$ cat src/rtl/mpc_vsub_row_sched.sv
// Owner scheduler that shares one vsub_row subtract pipeline between two requesters.
// Define MPC_VSUB_SCHED_FIXED_PRIO_EN for fixed priority; the default build is round-robin.
module mpc_vsub_row_sched #(
    parameter int DW = 32,
    parameter int AW = 3
) (
    input  logic          ap_clk,
    input  logic          ap_rst,

    input  logic [1:0]    req_start,
    output logic [1:0]    req_ready,
    output logic [1:0]    req_done,
    output logic          busy,

    output logic          sub_start,
    input  logic          sub_ready,
    input  logic          sub_done,
    input  logic          sub_idle,
    input  logic [AW-1:0] sub_temp_address0,
    input  logic          sub_temp_ce0,
    output logic [DW-1:0] sub_temp_q0,
    input  logic [AW-1:0] sub_f1_address0,
    input  logic          sub_f1_ce0,
    input  logic          sub_f1_we0,
    input  logic [DW-1:0] sub_f1_d0,

    output logic [AW-1:0] r0_temp_address0,
    output logic          r0_temp_ce0,
    input  logic [DW-1:0] r0_temp_q0,
    output logic [AW-1:0] r0_f1_address0,
    output logic          r0_f1_ce0,
    output logic          r0_f1_we0,
    output logic [DW-1:0] r0_f1_d0,

    output logic [AW-1:0] r1_temp_address0,
    output logic          r1_temp_ce0,
    input  logic [DW-1:0] r1_temp_q0,
    output logic [AW-1:0] r1_f1_address0,
    output logic          r1_f1_ce0,
    output logic          r1_f1_we0,
    output logic [DW-1:0] r1_f1_d0
);

    localparam logic [1:0] ST_IDLE  = 2'd0;
    localparam logic [1:0] ST_START = 2'd1;
    localparam logic [1:0] ST_RUN   = 2'd2;
    localparam logic [1:0] ST_DONE  = 2'd3;

    logic [1:0] state;
    logic [1:0] state_nxt;
    logic       gnt;
    logic       gnt_nxt;
    logic       winner;
    logic       accept;
    logic       finish;
    logic       active;
    logic       sel0;
    logic       sel1;

    assign accept = (state == ST_START) && sub_ready;
    assign finish = (state == ST_DONE);

`ifndef MPC_VSUB_SCHED_FIXED_PRIO_EN
    // Resets to 1 so requester 0 wins the first tie after reset.
    logic last;

    always_ff @(posedge ap_clk or posedge ap_rst) begin
        if (ap_rst) begin
            last <= 1'b1;
        end else if (accept) begin
            last <= gnt;
        end
    end

    assign winner = (&req_start) ? ~last : req_start[1];
`else
    assign winner = ~req_start[0];
`endif

    always_comb begin
        // NOTE: every output of this block gets a default first, so no path can infer a latch.
        state_nxt = state;
        gnt_nxt   = gnt;
        case (state)
            ST_IDLE: begin
                if (|req_start) begin
                    gnt_nxt   = winner;
                    state_nxt = ST_START;
                end
            end
            ST_START: begin
                if (sub_ready) begin
                    state_nxt = sub_done ? ST_DONE : ST_RUN;
                end
            end
            ST_RUN: begin
                if (sub_done) begin
                    state_nxt = ST_DONE;
                end
            end
            ST_DONE: begin
                state_nxt = ST_IDLE;
            end
            default: begin
                state_nxt = ST_IDLE;
            end
        endcase
    end

    always_ff @(posedge ap_clk or posedge ap_rst) begin
        // NOTE: state registers use non-blocking assignments so every flop samples pre-edge values.
        if (ap_rst) begin
            state <= ST_IDLE;
            gnt   <= 1'b0;
        end else begin
            state <= state_nxt;
            gnt   <= gnt_nxt;
        end
    end

    assign busy      = (state != ST_IDLE);
    assign sub_start = (state == ST_START);
    assign req_ready = {accept & gnt, accept & ~gnt};
    assign req_done  = {finish & gnt, finish & ~gnt};

    // Memory ports are steered only while the pipeline is owned; addresses and data fan out unmuxed.
    assign active = (state == ST_START) || (state == ST_RUN);
    assign sel0   = active & ~gnt;
    assign sel1   = active &  gnt;

    assign r0_temp_address0 = sub_temp_address0;
    assign r0_temp_ce0      = sel0 & sub_temp_ce0;
    assign r0_f1_address0   = sub_f1_address0;
    assign r0_f1_ce0        = sel0 & sub_f1_ce0;
    assign r0_f1_we0        = sel0 & sub_f1_we0;
    assign r0_f1_d0         = sub_f1_d0;

    assign r1_temp_address0 = sub_temp_address0;
    assign r1_temp_ce0      = sel1 & sub_temp_ce0;
    assign r1_f1_address0   = sub_f1_address0;
    assign r1_f1_ce0        = sel1 & sub_f1_ce0;
    assign r1_f1_we0        = sel1 & sub_f1_we0;
    assign r1_f1_d0         = sub_f1_d0;

    assign sub_temp_q0 = sel0 ? r0_temp_q0 :
                         sel1 ? r1_temp_q0 : '0;

    // The pipeline must be mid-row whenever the scheduler believes it is running.
    a_run_not_idle: assert property (@(posedge ap_clk) disable iff (ap_rst)
        (state == ST_RUN) |-> !sub_idle);

    a_single_owner: assert property (@(posedge ap_clk) disable iff (ap_rst)
        !((r0_temp_ce0 | r0_f1_ce0) && (r1_temp_ce0 | r1_f1_ce0)));

endmodule

$ cat config.mk
export PLATFORM = sky130hd
export DESIGN_NAME = mpc_vsub_row_sched
export DESIGN_NICKNAME = d
export VERILOG_FILES = /design/src/rtl/mpc_vsub_row_sched.sv
export SDC_FILE = /design/constraint.sdc
export NUM_CORES = 1
export LEC_CHECK = 0
export CELL_PAD_IN_SITES_DETAIL_PLACEMENT = 0
export CELL_PAD_IN_SITES_GLOBAL_PLACEMENT = 1
export CORE_MARGIN = 3
export CORE_UTILIZATION = 14
export DETAILED_ROUTE_END_ITERATION = 7
export MAX_ROUTING_LAYER = met4
export PLACE_DENSITY_LB_ADDON = 0.1
export SLEW_MARGIN = 10
export SYNTH_ARGS = -nofsm -noshare
export SYNTH_HDL_FRONTEND = slang
export SYNTH_SLANG_ARGS = --single-unit
$ cat constraint.sdc
create_clock -name ap_clk -period 2 [get_ports ap_clk]
set_input_delay 0.5 -clock ap_clk [delete_from_list [all_inputs] [get_ports ap_clk]]
set_output_delay 0.5 -clock ap_clk [all_outputs]
set_load 0.02 [all_outputs]
==> metrics.md <==
| Metric | Value |
|---|---|
| Status | finished clean |
| Clock Sink Count | 4 |
| Gr ovfl total | 0 |
| Boundary Pins | 232 |
| Part of the power in registers | about 4.6% |
| Vias in the first global route | approximately 1200 |
| Core Region | ~10000 µm² |
| TNS Setup | 0 ns |
| Final Hold Fails | 0 |
| Peak VDD IR | 499 µV |
| Largest net degree at the start of global routing | 17 |
| Mux share of post-synthesis cell area | between 20% and 30% |
| Top cells by area, synth | buf_4 (39%), mux2i_1 (22%), nor2b_1 (14%) |
| Nets@finish | approximately 350 |
| Vias per Instance | about 3.4 |
| Largest family of logic cells by synthesized area | buffers and inverters |
| R2R Path End | state[1] |
| Dominant cell type by area after synthesis | buf_4 |
| Post-synthesis sequential area ratio | 6.77% |
| Clk slew on worst S/H paths | 0.03 ns |
| Syn Area/Cell | around 8.1 µm² |
| Slew Limit Fails | 0 |
| TritonCTS clock tree | done |
| Reg2reg path depth | 6 |
| GPL Wtd Cong | between 0.6 and 0.7 |
| Die area | 12000 µm² |
| Slew headroom | 81.6% |
| Fmax | between 0.5 and 0.6 GHz |
| Chip Height | about 110 µm |
| Avg WL per Cell | 12.8 µm |
| Worst Setup SP | state[1] |
| Cell Int Power | 0.00194 W |
| Simple-gate share of the synthesized area | 20.2% |
| Worst path required time | roughly 1.5 ns |
| Critical Path Start Type | flop |
| Fin Hold WS | roughly 0.47 ns |
| Number of synthesized register bits | 4 |
| Htree depth | 1 |
| Via count | about 1300 |
| Hold-fix buffers, CTS | 0 |
| Clk_skew | 0.00395 ns |
| Critical Path AT | between 1 and 1.5 ns |
| Syn nets | 300 |
| Clock power share | around 4.8% |
| Comb pwr share | approximately 91% |
| Dpl hpwl | around 4 mm |
| Part of the cycle the worst path needs | between 90% and 100% |
| Ys Warns | 0 |
| CP Capture Type | primary output |
| Row count | 37 |
| Commonest non-fill, non-tap cell in the layout | clkdlybuf4s50_1 |
| Crit path max fanout | 5 |
| Port Buffers | 116 |
| Num CTS Buffers | 3 |
| Net Sw Power | about 0.0018 W |
| Pwr/cell area | between 1500 and 2000 nW/µm² |
| DR pass1 iterations | 4 |
| DRT antenna net count | 0 |
| Synth unique cells | 20 |
| Max Cap Viol | 0 |
| Setup violators final | 0 |
| Worst-Skew Late Latency | 0.22 ns |
| Antenna diodes | 0 |
| Top cell type's share of synthesized area | approximately 39% |
| Unrepaired setup endpoints after global routing | yes |
| Maximum clock path buffer count | 2 |
| Cells after Synth | between 150 and 200 |
| Die extent in x | 109 µm |
| Slew at the pin closest to its max-slew limit | 0.276 ns |
| Worst hold-check path type | in -> async |
| Area Overhead vs Synth | 51.8% |
| R2R Setup Slk | about 0.29 ns |
| Netlist Area Pre-Place | around 1500 µm² |
| Starting density of the core | between 10 and 15% |
| Proportion of layout cells with a drive suffix above 1 | 31.6% |
| Adder-cell area share of the yosys netlist | 3.34% |
| Clock root buffer | clkbuf_8 |
| Most frequent cells in the layout | clkdlybuf4s50_1 (72), mux2i_1 (33), buf_4 (31), nor2b_1 (27), buf_2 (22) |
| DRT iter0 DRCs | 13 |
| Crit path kind | reg -> out |
| Pleak | 1.08 nW |
| First-pass GRT wire length | between 6 and 7 mm |
| XOR/XNOR share of the synthesized area | 0% |
| Min cycle time layout | between 1.5 and 2 ns |
| Worst R2R Start | state[0] |
| Switching share of power | 48.3% |
| Initial antenna violation count | 0 |
| Compound-gate portion of the synthesized area | about 3.4% |
| GRT Overall Usage | 6.97% |
| DRC | 0 |
| Routed WL | ~4.8 mm |
==> cells by family after synthesis <==
kind of cell	after synthesis
compound gates	4
flops	4
fa+ha+maj	4
mux	34
simple gates	49
buf+inv	89
==> metrics by stage <==
stage | utilization [%] | power [W] | std cells | cell area, µm² | worst slack, ns
4_1_cts | 21.5 | 0.00367 | 373 | 2230 | 0.00157
3_3_place_gp | 22.4 | 0.00387 | 367 | 2330 | -0.358
5_1_grt | 21.9 | 0.00406 | 373 | 2270 | -0.0379
2_1_floorplan | - | 0.00232 | 184 | 1500 | 0.109
6_report | 21.9 | 0.00375 | 373 | 2270 | 0.0623
3_5_place_dp | 22.4 | 0.00382 | 367 | 2330 | -0.362
==> critical path, stage by stage, from the launching register on <==
cell	delay [ns]
dfrtp_1	0.33
inv_1	0.08
ha_4	0.32
nor2b_2	0.17
and2_1	0.17
buf_4	0.15
==> routing by layer <==
layer / track usage [%] / wire length, µm / vias up
li1: - / - / 620
met1: 8.40 / 2010 / 544
met2: 11.4 / 2060 / 84
met3: 2.58 / 657 / 17
met4: 0.890 / 50 / 0
met5: - / 0 / -
==> sequential cells by signal, summed over array words and instances, names as in the netlist <==
name   flops
state      2
gnt        1
last       1
==> synth_stat cells <==
| cell | number |
|---|---|
| buf_4 | 77 |
| nor2b_1 | 34 |
| mux2i_1 | 33 |
| and3_1 | 5 |
| inv_1 | 5 |
| and2_1 | 4 |
| ha_1 | 4 |
| buf_6 | 3 |
| clkbuf_1 | 3 |
| dfrtp_1 | 3 |
| nand2_1 | 3 |
| nor2_1 | 2 |
| a211oi_1 | 1 |
| a21o_1 | 1 |
| a221oi_4 | 1 |
| a32o_1 | 1 |
| buf_2 | 1 |
| dfstp_2 | 1 |
| mux2_4 | 1 |
| nor2b_4 | 1 |
==> power groups by stage <==
stage	sequential [W]	clock [W]	combinational, W
2_1_floorplan	0.000156	0	0.00217
3_3_place_gp	0.000181	0	0.00369
3_5_place_dp	0.000181	0	0.00364
4_1_cts	0.000174	0.000185	0.00331
5_1_grt	0.000180	0.000192	0.00369
6_report	0.000171	0.000179	0.00340
==> worst max path at each step <==
stage	slack [ns]	to
detailed placement	-0.36	req_ready[1]
global placement	-0.36	req_ready[1]
finish	0.06	r0_f1_ce0
CTS	0.002	r0_f1_ce0
global route	-0.04	r0_f1_ce0
floorplan	0.11	sub_temp_q0[10]
==> final cells by class <==
| class | count | area (µm²) |
|---|---|---|
| flip-flops and latches | 4 | 103 |
| fillers | 1174 | 8100 |
| multi-input cells | 91 | 778 |
| well taps | 136 | 170 |
| inverters | 5 | 18.8 |
| repair buffers | 133 | 1160 |
| clock buffers | 4 | 45.0 |
==> repair_timing <==
item | 4_1_cts | 5_1_grt
pin swaps | 0 | 0
setup buffers | 2 | 0
setup endpoints to repair | 43 | 28
resized for setup | 168 | 31
Note: power is estimated with default switching activity, not from simulation.
